**src/rtl/spim_reg_master.sv**
```systemverilog
// spim_reg_master: SPI register-access master (mode 0, MSB first).
// A host request launches one chip-select frame carrying a command byte,
// the address, write data or read data, and optional dummy bytes.
// Optional build macro SPIM_RD_CMP_EN adds read-data compare ports
// (cmp_en, exp_data, cmp_err, err_cnt).
`timescale 1ns/1ps

module spim_reg_master #(
   parameter int         AW          = 32,
   parameter int         DW          = 32,
   parameter int         CLK_DIV     = 2,
   parameter int         CS_GAP      = 4,
   parameter int         DUMMY_BYTES = 1,
   parameter logic [7:0] RD_CMD      = 8'h10,
   parameter logic [7:0] WR_CMD      = 8'h2F
) (
   input  logic          mclk,
   input  logic          reset,
   input  logic          req,
   input  logic          we,
   input  logic [AW-1:0] addr,
   input  logic [DW-1:0] wdata,
   output logic [DW-1:0] rdata,
   output logic          ack,
   output logic          busy,
   output logic          spi_clk,
   output logic          spi_sel_n,
   output logic          spi_din,
   input  logic          spi_dout
`ifdef SPIM_RD_CMP_EN
   ,
   input  logic          cmp_en,
   input  logic [DW-1:0] exp_data,
   output logic          cmp_err,
   output logic [15:0]   err_cnt
`endif
);

   // Both frame kinds carry the same number of bits: a read simply
   // shifts out zeros while the slave returns data.
   localparam int NBITS = 8 + AW + DW + 8 * DUMMY_BYTES;
   localparam int BCW   = $clog2(8 + AW + DW + 32) + 1;

   localparam logic [2:0] ST_IDLE  = 3'd0;
   localparam logic [2:0] ST_SETUP = 3'd1;
   localparam logic [2:0] ST_SHIFT = 3'd2;
   localparam logic [2:0] ST_HOLD  = 3'd3;
   localparam logic [2:0] ST_DONE  = 3'd4;

   localparam logic [15:0]    GAP_LAST = 16'(CS_GAP - 1);
   localparam logic [15:0]    DIV_LAST = 16'(CLK_DIV - 1);
   localparam logic [15:0]    CNT_ONE  = 16'd1;
   localparam logic [BCW-1:0] BIT_LAST = BCW'(NBITS - 1);
   localparam logic [BCW-1:0] BIT_ONE  = BCW'(1);

   logic [2:0]       state_q, state_d;
   logic [15:0]      gap_q, gap_d;
   logic [15:0]      div_q, div_d;
   logic [BCW-1:0]   bit_q, bit_d;
   logic [NBITS-1:0] tx_q, tx_d;
   logic [DW-1:0]    rx_q, rx_d;
   logic             rd_q, rd_d;
   logic             sclk_q, sclk_d;
   logic             sel_n_q, sel_n_d;
   logic             din_q, din_d;
   logic             ack_q, ack_d;
   logic             busy_q, busy_d;
   logic [DW-1:0]    rdata_q, rdata_d;
   logic [NBITS-1:0] tx_load;

   // Frame image as it will appear on MOSI, MSB first.
   always_comb begin
      tx_load = '0;
      tx_load[NBITS-1 -: 8] = we ? WR_CMD : RD_CMD;
      tx_load[NBITS-9 -: AW] = addr;
      if (we) begin
         tx_load[NBITS-9-AW -: DW] = wdata;
      end
   end

   // Frame sequencer: CS setup, bit shifting with SCLK phases, CS hold, ack.
   always_comb begin
      state_d = state_q;
      gap_d   = gap_q;
      div_d   = div_q;
      bit_d   = bit_q;
      tx_d    = tx_q;
      rx_d    = rx_q;
      rd_d    = rd_q;
      sclk_d  = sclk_q;
      sel_n_d = sel_n_q;
      din_d   = din_q;
      ack_d   = 1'b0;
      busy_d  = busy_q;
      rdata_d = rdata_q;
      case (state_q)
         ST_IDLE: begin
            if (req) begin
               state_d = ST_SETUP;
               sel_n_d = 1'b0;
               busy_d  = 1'b1;
               gap_d   = '0;
               tx_d    = tx_load;
               rd_d    = ~we;
               rx_d    = '0;
            end
         end
         ST_SETUP: begin
            if (gap_q == GAP_LAST) begin
               // First bit goes out with SCLK still low.
               state_d = ST_SHIFT;
               din_d   = tx_q[NBITS-1];
               tx_d    = {tx_q[NBITS-2:0], 1'b0};
               div_d   = '0;
               bit_d   = '0;
            end else begin
               gap_d = gap_q + CNT_ONE;
            end
         end
         ST_SHIFT: begin
            if (div_q != DIV_LAST) begin
               div_d = div_q + CNT_ONE;
            end else begin
               div_d = '0;
               if (!sclk_q) begin
                  // Rising SCLK edge: capture MISO on the same mclk edge.
                  sclk_d = 1'b1;
                  rx_d   = {rx_q[DW-2:0], spi_dout};
               end else begin
                  // Falling SCLK edge: present the next bit while low.
                  sclk_d = 1'b0;
                  if (bit_q == BIT_LAST) begin
                     state_d = ST_HOLD;
                     din_d   = 1'b0;
                     gap_d   = '0;
                  end else begin
                     bit_d = bit_q + BIT_ONE;
                     din_d = tx_q[NBITS-1];
                     tx_d  = {tx_q[NBITS-2:0], 1'b0};
                  end
               end
            end
         end
         ST_HOLD: begin
            if (gap_q == GAP_LAST) begin
               // Read data is complete: the last DW samples are the word.
               state_d = ST_DONE;
               sel_n_d = 1'b1;
               ack_d   = 1'b1;
               if (rd_q) begin
                  rdata_d = rx_q;
               end
            end else begin
               gap_d = gap_q + CNT_ONE;
            end
         end
         ST_DONE: begin
            busy_d  = 1'b0;
            state_d = ST_IDLE;
         end
         default: begin
            state_d = ST_IDLE;
         end
      endcase
   end

   // State registers with synchronous reset; reset drops any partial frame.
   always_ff @(posedge mclk) begin
      if (reset) begin
         state_q <= ST_IDLE;
         gap_q   <= '0;
         div_q   <= '0;
         bit_q   <= '0;
         tx_q    <= '0;
         rx_q    <= '0;
         rd_q    <= 1'b0;
         sclk_q  <= 1'b0;
         sel_n_q <= 1'b1;
         din_q   <= 1'b0;
         ack_q   <= 1'b0;
         busy_q  <= 1'b0;
         rdata_q <= '0;
      end else begin
         state_q <= state_d;
         gap_q   <= gap_d;
         div_q   <= div_d;
         bit_q   <= bit_d;
         tx_q    <= tx_d;
         rx_q    <= rx_d;
         rd_q    <= rd_d;
         sclk_q  <= sclk_d;
         sel_n_q <= sel_n_d;
         din_q   <= din_d;
         ack_q   <= ack_d;
         busy_q  <= busy_d;
         rdata_q <= rdata_d;
      end
   end

   assign rdata     = rdata_q;
   assign ack       = ack_q;
   assign busy      = busy_q;
   assign spi_clk   = sclk_q;
   assign spi_sel_n = sel_n_q;
   assign spi_din   = din_q;

`ifdef SPIM_RD_CMP_EN
   logic          cmp_en_q, cmp_en_d;
   logic [DW-1:0] exp_q, exp_d;
   logic          cmp_err_q, cmp_err_d;
   logic [15:0]   err_cnt_q, err_cnt_d;

   // Compare latched expectation against the finished read word at ack time.
   always_comb begin
      cmp_en_d  = cmp_en_q;
      exp_d     = exp_q;
      cmp_err_d = 1'b0;
      err_cnt_d = err_cnt_q;
      if (state_q == ST_IDLE && req) begin
         cmp_en_d = cmp_en;
         exp_d    = exp_data;
      end
      if (state_q == ST_HOLD && gap_q == GAP_LAST && rd_q && cmp_en_q &&
          rx_q != exp_q) begin
         cmp_err_d = 1'b1;
         if (err_cnt_q != 16'hFFFF) begin
            err_cnt_d = err_cnt_q + 16'd1;
         end
      end
   end

   // Compare registers; the error counter saturates and clears only on reset.
   always_ff @(posedge mclk) begin
      if (reset) begin
         cmp_en_q  <= 1'b0;
         exp_q     <= '0;
         cmp_err_q <= 1'b0;
         err_cnt_q <= '0;
      end else begin
         cmp_en_q  <= cmp_en_d;
         exp_q     <= exp_d;
         cmp_err_q <= cmp_err_d;
         err_cnt_q <= err_cnt_d;
      end
   end

   assign cmp_err = cmp_err_q;
   assign err_cnt = err_cnt_q;
`endif

endmodule

```
**config.mk**
```make
export PLATFORM = sky130hd
export DESIGN_NAME = spim_reg_master
export DESIGN_NICKNAME = d
export VERILOG_FILES = /design/src/rtl/spim_reg_master.sv
export SDC_FILE = /design/constraint.sdc
export NUM_CORES = 1
export LEC_CHECK = 0
export CORE_UTILIZATION = 25
export DETAILED_ROUTE_END_ITERATION = 10
export PLACE_DENSITY = 0.46
export SLEW_MARGIN = 10
export SYNTH_ARGS = -nofsm -noshare
export SYNTH_HDL_FRONTEND = slang
export SYNTH_SLANG_ARGS = --single-unit
```
**constraint.sdc**
```tcl
create_clock -name mclk -period 6.55 [get_ports mclk]
set_input_delay 1.31 -clock mclk [delete_from_list [all_inputs] [get_ports mclk]]
set_output_delay 1.31 -clock mclk [all_outputs]
set_load 0.01 [all_outputs]
```
==> metrics.cfg, run 1 <==
[cts]
cts-resized-gates = 0
clkTransAtPathRegs_ps = 70
cts_setup_buffers = 0
numCtsBuffers = 17
cts_tree = yes
clkSinkCount = 185
clk_path_buf_depth = 2
cts-hold-fix-buffers = 0
cts-root-buf = clkbuf_16
h-tree-depth = 4
clk_latency_ps = 430

[floorplan]
row_count = 65
design.die.area_mm2 = 0.0332
initial_core_util = 0.256
ios = 106
die_y_um = 182
die_w_um = 182
core-area_mm2 = 0.0317

[global_routing]
grtUsageTotal = 0.135
antenna_found_initial = 0
grt_pass1_vias = 7124
grt-ovfl-total = 0
grt.met2_usage = 0.215
use_met3 = 0.0265
grt_max_degree = 100
use_met1 = 0.186
grt_pass1_wl_um = 37000
grt-busiest-layer = met2

[setup_path]
slowest_delay_ps = 720
cp.arrival_ps = 3820
rrSetupSlack_ps = 3250
worstSetupPathType = input port to register
cp-end-kind = register
crit_fanout = 36
crit_required_ps = 6830
crit_path_cell_trace = clkdlybuf4s50_1, nor2_1, o2bb2ai_1, o211ai_1, nor2_4, buf_4, a311oi_1
cp_slowest_cell = nor2_4
start_kind = input port

[logic_synthesis]
synth_cells = 995
synth_fp_nets = 1068
async_flop_share = 0
synth_most_common_cell = nand2_1
synth.largest_area_cell = dfxtp_1
synth_common_cells = 204 x nand2_1, 185 x dfxtp_1, 134 x a21oi_1
synthDominantCellAreaShare = 0.456
yosys.cell_types.count = 57
syn_area_mm2 = 0.00811
synth_ff_type = dfxtp_1
postSynthAreaPerCell_um2 = 8.15
yosysSeqAreaShare = 0.456
synth.area.top_cells = dfxtp_1 46%, nand2_1 9.4%, a311oi_1 8.9%
ys_ff_latch = 185
yosysWarnings = 0
synth_edf_count = 0

[layout]
antenna_cells = 0
multi_input_area_mm2 = 0.00400
layout.nets = 1116
fin_area_mm2 = 0.0100
final.fill_count = 3422
layout-drive-gt1-share = 0.0587
seq_area_mm2 = 0.00370
areaGrowthSynthToFinish_pct = 23.2

[placed_design]
portBuffers = 105
hpwl_um = 13500
finalWeightedCongestion = 0.721
place_area_mm2 = 0.00940

[hold_path]
hp-class = register to register

[sta]
relSlewSlack = 0.288
setup_viol = 0
tightestPinTransition_ps = 1070
max_freq_ghz = 0.282
fin_setup_tns_ps = 0
maxSlewViolCount = 0
fin_crit_sh = 0.542
fin_skew_ps = 12.2
final-hold-violation-count = 0
min_period_ps = 3550
grt_setup_unrepaired = false

[pwr]
power_density_mw_per_mm2 = 249
p_int_mw = 1.84
swShare = 0.260
clock_power_share = 0.423
share_seq_of_total_power = 0.482
switchingPower_mw = 0.647
power_leakage_nw = 3.18
ir_drop_mv = 0.154
pwr-share-comb = 0.095

[route]
drc_errors = 0
drt_first_iter_violations = 524
vias = 7432
wl_per_cell_um = 15.7
vias_per_cell = 5.10
wirelength_um = 22800
first_pass_iters = 4
detail-route-antenna-nets = 0

[outcome]
status = completed

[flow_run]
max_cap_viol_count = 0

[cell families after synthesis]
family	share of synthesized area
and+or+nand+nor	0.215
adders and majority gates	0.00617
AOI/OAI and AO/OA	0.263
DFF	0.456
muxes	0.00401
buffers and inverters	0.0554
[metrics by stage]
stage	instances	worst slack, ps	hold WS, ps	total power, mW	utilization
floorplan	995	3980	432	1.37	-
global placement	1426	2580	445	1.46	0.296
detailed placement	1426	2570	446	1.46	0.296
CTS	1458	3030	461	2.52	0.315
global route	1458	2860	479	2.60	0.315
finish	1458	3000	456	2.49	0.315
[sequential cells by signal, indices dropped and copies added (netlist names), 3 cells and up]
register and cells:
gap_q 16, state_q 3, tx_q 72, rx_q 32, div_q 16, bit_q 8
rdata 32
[critical path: cells and delay by family]
| kind | cells | cell delay, ps |
|---|---|---|
| compound gates | 3 | 620 |
| buf+inv | 2 | 1090 |
| simple gates | 2 | 790 |
[per-layer routing]
layer  wire (um)  vias up  share of wire
li1            -     3757              -
met1       11500     3559           0.50
met2       10500      104           0.46
met3         637       12          0.028
met4         212        0         0.0093
met5           0        -              0
[power groups by stage]
stage               clock network, mW  registers [mW]  logic, mW
finish                           1.05            1.20      0.235
global route                     1.13            1.20      0.261
CTS                              1.09            1.20      0.239
detailed placement                  0            1.22      0.239
global placement                    0            1.22      0.237
floorplan                           0            1.22      0.159
[final cells by class]
cell class | instances | share of cell area
inverters | 14 | 0.00526
flip-flops and latches | 185 | 0.370
clock buffers | 20 | 0.0467
clock inverters | 12 | 0.0124
repair buffers | 118 | 0.115
multi-input cells | 707 | 0.400
well taps | 402 | 0.0503
[path summary, 6_finish.rpt]
check            from  endpoint  cells after the start
max               req  tx_q[15]                      7
min          rdata[2]  rdata[2]                      2
max reg2reg  gap_q[0]  tx_q[15]                      7
min reg2reg  rdata[2]  rdata[2]                      2
[placed cells by master (no fill, tap or decap), types with 3 or more instances in the layout]
master           netlist  routed
nand2_1              204     204
dfxtp_1              185     185
a21oi_1              134     134
clkdlybuf4s50_1        0     104
a311oi_1              82      82
nor2_1                56      55
nand3_1               54      54
a22oi_1               31      31
clkbuf_16              0      17
inv_1                 14      14
buf_4                  9      13
nor3_1                13      12
a211oi_1              12      12
nor4_1                11      11
nand4_1               10      10
o21ai_0               11      10
and4_1                 6       6
or3_1                  6       6
o311ai_0               6       6
inv_6                  0       6
a41oi_1                5       5
a31oi_1                5       5
nor2b_1                4       4
o21a_1                 5       4
o211ai_1               4       4
ha_1                   4       4
and3_1                 3       3
a41o_1                 3       3
nand2b_1               3       3
or4_1                  3       3
clkbuf_8               0       3
Note: power is estimated with default switching activity, not from simulation.
==> run 2: changes to the inputs <==
PLACE_DENSITY = 0.48   (was 0.46)
clock period = 2.84 ns   (was 6.55 ns; I/O delays follow)
==> metrics.cfg, run 2 (synthesis gave the netlist of run 1 again) <==
[cts]
cts-hold-fix-buffers = 0  ; unchanged
numCtsBuffers = 17  ; unchanged
cts-root-buf = clkbuf_16
cts_setup_buffers = 0  ; unchanged
clk_path_buf_depth = 2  ; unchanged
cts-resized-gates = 0  ; unchanged
cts_tree = yes
clkSinkCount = 185  ; unchanged
clkTransAtPathRegs_ps = 80  ; about the same
h-tree-depth = 4  ; unchanged
clk_latency_ps = 450  ; +20 ps

[layout]
layout_commonest_cell = nand2_1
layout-drive-gt1-share = 0.0701  ; +0.0114
areaGrowthSynthToFinish_pct = 25.8
antenna_cells = 0  ; unchanged
layout.nets = 1130  ; +1.3%
largest_register_ffs = 72  ; unchanged
final_cell_mix = 204 x nand2_1, 185 x dfxtp_1, 134 x a21oi_1
final.fill_count = 3356  ; -1.9%
largest_register = tx_q

[pwr]
swShare = 0.274  ; +0.0141
clock_power_share = 0.429  ; +0.006
p_int_mw = 4.24  ; +130%
ir_drop_mv = 0.377  ; +140%
share_seq_of_total_power = 0.472  ; -0.010
switchingPower_mw = 1.60  ; +150%
power_density_mw_per_mm2 = 572  ; +130%
pwr-share-comb = 0.099  ; +0.004
power_leakage_nw = 3.29  ; +3.5%

[route]
vias = 7486  ; +0.73%
detail-route-antenna-nets = 0  ; unchanged
wl_per_cell_um = 15.4  ; -1.7%
wirelength_um = 22700  ; -0.78%
drt_first_iter_violations = 521  ; -0.57%
drc_errors = 0  ; unchanged
first_pass_iters = 5  ; +1
vias_per_cell = 5.09  ; -0.23%

[floorplan]
design.die.area_mm2 = 0.0332  ; unchanged
row_count = 65  ; unchanged
initial_core_util = 0.256  ; unchanged
die_y_um = 182  ; unchanged
core-area_mm2 = 0.0317  ; unchanged
die_w_um = 182  ; unchanged
ios = 106  ; unchanged

[setup_path]
cp.arrival_ps = 2690  ; -1130 ps
cp-end-kind = register
crit_path_cell_trace = ha_1, nor4b_1, and4_1, o211a_2, buf_4, a21oi_1, a311oi_1
crit_fanout = 21  ; -42%
cp_slowest_cell = dfxtp_1
worstSetupPathType = register to register
rrSetupSlack_ps = 490  ; -2760 ps
worst_r2r_path_depth = 7  ; unchanged
crit_required_ps = 3180  ; -3650 ps
start_kind = register
timing.rr.end = tx_q[29]
r2r_start = gap_q[1]
slowest_delay_ps = 440  ; -280 ps

[sta]
grt_setup_unrepaired = false
min_period_ps = 2350
fin_setup_tns_ps = 0  ; unchanged
maxSlewViolCount = 0  ; unchanged
fin_skew_ps = 17.6  ; +5.46 ps
max_freq_ghz = 0.425
tightestPinTransition_ps = 712  ; -356 ps
relSlewSlack = 0.521  ; +0.233
worst_slack_ps = 487  ; -2520 ps
final-hold-violation-count = 0  ; unchanged
setup_viol = 0  ; unchanged
fin_crit_sh = 0.828

[global_routing]
grt_pass1_wl_um = 37500  ; +1.5%
grt_max_degree = 71  ; -29%
grt-ovfl-total = 0  ; unchanged
grt_pass1_vias = 7178  ; +0.76%
grtUsageTotal = 0.137  ; +0.00170
antenna_found_initial = 1  ; +1

[flow_run]
max_cap_viol_count = 0  ; unchanged

[outcome]
status = completed

[placed_design]
place_ws_ps = 285  ; -2290 ps
finalWeightedCongestion = 0.786  ; +9.1%
portBuffers = 105  ; unchanged
hpwl_um = 14000  ; +4.0%

[hold_path]
holdPathEnd = rdata[8]
min_from = rdata[8]
hp-class = register to register
whs_path_depth = 2  ; unchanged

-- run 2: changes by cell type in the layout (fill, tap and decap cells not counted) --
cell / before / now
clkinv_2: 2 / 0
clkinv_4: 1 / 3
clkinv_8: 0 / 4
inv_8: 2 / 4
buf_4: 13 / 21
clkbuf_8: 3 / 0
nor2_2: 2 / 1
inv_6: 6 / 2
inv_12: 0 / 1
buf_12: 0 / 6
nor2_1: 55 / 56
-- run 2: worst max-delay path, delay by kind of cell, from the launching register on --
kind	cells	cell delay, ps
AND/OR/NAND/NOR	2	550
adder cells (fa/ha/maj)	1	300
buffers and inverters	1	290
AO/OA/AOI/OAI	3	680
flip-flops	1	440
-- run 2: cell type report --
class | instances | area (um2) | area share
repair buffers | 132 | 1330 | 0.130
clock inverters | 15 | 200 | 0.0196
flip-flops and latches | 185 | 3700 | 0.363
inverters | 14 | 52.6 | 0.00515
multi-input cells | 707 | 4000 | 0.391
well taps | 402 | 503 | 0.0493
clock buffers | 17 | 425 | 0.0417
-- run 2: power by group through the flow --
stage / combinational (mW) / clock [mW] / sequential [mW]
after detailed placement: 0.587 / 0 / 2.82
after CTS: 0.589 / 2.58 / 2.76
final: 0.580 / 2.51 / 2.76
after global placement: 0.582 / 0 / 2.82
after floorplan: 0.367 / 0 / 2.80
after global routing: 0.645 / 2.69 / 2.77
-- run 2: metal layers --
| layer | global-route usage | up-vias | wire length (um) |
|---|---|---|---|
| met3 | 0.0271 | 21 | 801 |
| met4 | 0.0444 | 2 | 310 |
| li1 | - | 3786 | - |
| met1 | 0.189 | 3567 | 11400 |
| met2 | 0.214 | 110 | 10200 |
| met5 | 0 | - | 17 |
-- run 2: how the worst max path moves through the flow --
stage	start	to	depth (start not counted)
4_1_cts	gap_q[1]	tx_q[31]	7
2_1_floorplan	gap_q[0]	tx_q[79]	8
3_3_place_gp	req	rx_q[12]	7
5_1_grt	gap_q[1]	tx_q[31]	7
3_5_place_dp	req	rx_q[16]	7
6_report	gap_q[1]	tx_q[29]	7
-- run 2: metrics by stage --
step                      instance area [um2]  power, mW  hold WS (ps)   util  cells
after floorplan                          8110       3.17           432      -    995
after detailed placement                 9580       3.40           448  0.302   1440
after CTS                               10200       5.93           461  0.322   1472
after global placement                   9580       3.40           445  0.302   1440
after global routing                    10200       6.10           472  0.322   1472
final                                   10200       5.84           458  0.322   1472
==> run 3: changes to the inputs <==
clock period = 2 ns   (was 2.84 ns; I/O delays follow)
==> metrics.cfg, run 3 (synthesis gave the netlist of run 1 again) <==
[outcome]
status = finished, violations left
violations = negative setup slack

[setup_path]
rrSetupSlack_ps = -8  ; -490 ps
start_kind = register
crit_fanout = 10  ; -52%
crit_required_ps = 2350  ; -830 ps
cp.arrival_ps = 2350  ; -340 ps
slowest_delay_ps = 330  ; -110 ps
cp_slowest_cell = dfxtp_2
crit_path_cell_trace = inv_2, ha_4, nor4b_4, nand4_1, a21oi_4, buf_12, clkbuf_16, a21oi_1, a311oi_1
cp-end-kind = register
worstSetupPathType = register to register

[cts]
clkSinkCount = 185  ; unchanged
numCtsBuffers = 17  ; unchanged
clkTransAtPathRegs_ps = 70  ; about the same
clk_latency_ps = 440  ; about the same
h-tree-depth = 4  ; unchanged
cts_tree = yes
clk_path_buf_depth = 2  ; unchanged
cts-root-buf = clkbuf_16

[layout]
layout_commonest_cell = nand2_1
layout-drive-gt1-share = 0.184  ; +0.114
largest_register = tx_q
largest_register_ffs = 72  ; unchanged
antenna_cells = 0  ; unchanged
fin_area_mm2 = 0.0113  ; +11%
areaGrowthSynthToFinish_pct = 39.9
layout.nets = 1211  ; +7.2%
final_cell_mix = 203 x nand2_1, 178 x dfxtp_1, 119 x a21oi_1

[sta]
max_freq_ghz = 0.498  ; +17%
setup_viol = 4  ; +4
final-hold-violation-count = 0  ; unchanged
fin_setup_tns_ps = -18.9  ; -18.9 ps
relSlewSlack = 0.615  ; +0.0944
fin_skew_ps = 13.4  ; -4.19 ps
fin_crit_sh = 1.00  ; +0.175
min_period_ps = 2010  ; -345 ps
worst_slack_ps = -7.81  ; -495 ps
grt_setup_unrepaired = true
tightestPinTransition_ps = 577  ; -135 ps
maxSlewViolCount = 0  ; unchanged

[global_routing]
grt-ovfl-total = 0  ; unchanged
grtUsageTotal = 0.142  ; +0.00524
grt_max_degree = 70  ; -1.4%
grt_pass1_wl_um = 38600  ; +2.9%
grt_pass1_vias = 7432  ; +3.5%
antenna_found_initial = 1  ; unchanged

[placed_design]
place_area_mm2 = 0.0102  ; +6.4%
hpwl_um = 15000  ; +6.8%
portBuffers = 105  ; unchanged
finalWeightedCongestion = 0.755  ; -4.0%

[route]
dr_wl_met2_um = 11300  ; +11%
wl_met3_um = 768  ; -4.1%
detail-route-antenna-nets = 0  ; unchanged
met1_length_um = 12400  ; +9.2%
first_pass_iters = 5  ; unchanged
drt_first_iter_violations = 421  ; -19%
highest_layer = met5
drc_errors = 0  ; unchanged
vias_per_cell = 5.04  ; -0.99%
wl_per_cell_um = 15.9  ; +3.1%
vias = 7820  ; +4.5%
wirelength_um = 24700  ; +8.8%

[pwr]
power_leakage_nw = 3.83  ; +16%
power_mw = 8.34  ; +43%
power_density_mw_per_mm2 = 735  ; +28%
ir_drop_mv = 0.561  ; +49%

[flow_run]
max_cap_viol_count = 0  ; unchanged

[floorplan]
row_count = 65  ; unchanged
design.die.area_mm2 = 0.0332  ; unchanged
initial_core_util = 0.256  ; unchanged
ios = 106  ; unchanged
core-area_mm2 = 0.0317  ; unchanged
die_w_um = 182  ; unchanged
die_y_um = 182  ; unchanged

[hold_path]
hp-class = input port to register

-- run 3: cell types whose count changed in the layout (fill, tap and decap cells not counted), sizes merged --
cell,delta
buf,+74
clkbuf,+8
clkinvlp,+3
clkinv,-4
-- run 3: per-layer routing --
metal	vias to the layer above	global-route usage
met1	3761	0.192
met2	105	0.228
met4	2	0.0403
li1	3941	-
met3	11	0.0299
met5	-	0
-- run 3: where the power goes --
group          leakage, nW  switching, mW  internal [mW]
registers             1.51         0.0870           3.84
clock network        0.281           1.64           1.80
logic                 2.04          0.510          0.470
total                 3.83           2.23           6.11
-- run 3: repair_timing --
item                       CTS  global route
setup endpoints to repair  122           170
buffers inserted             1             5
cloned                       1             8
gates resized for setup     10            63
hold buffers                 0             0
pin swaps                    3            46
-- run 3: layout make-up --
cell class | instances | area, um2
Fill cell | 3291 | 20400
Multi-Input combinational cell | 707 | 4260
Sequential cell | 185 | 3710
Timing Repair Buffer | 213 | 2230
Tap cell | 402 | 503
Clock buffer | 18 | 439
Clock inverter | 14 | 153
Inverter | 14 | 52.6
-- run 3: worst max-delay path, delay by kind of cell (launching register included) --
kind            cells  cell delay [ps]
buf+inv             3              430
simple gates        2              470
fa+ha+maj           1              130
compound gates      3              530
flops               1              330
-- run 3: final timing paths --
kind | startpoint | to | cells after the start
setup / recovery | div_q[1] | tx_q[27] | 9
hold / removal | reset | tx_q[8] | 2
setup reg to reg | div_q[1] | tx_q[27] | 9
hold reg to reg | rdata[10] | rdata[10] | 2
-- run 3: through the flow --
step	worst slack (ps)	std cells	utilization	hold slack (ps)
after floorplan	16.4	995	-	432
after global placement	-206	1506	0.321	447
after detailed placement	-227	1506	0.321	446
after CTS	-1.80	1540	0.343	241
after global routing	-101	1553	0.358	256
final	-7.81	1553	0.358	262
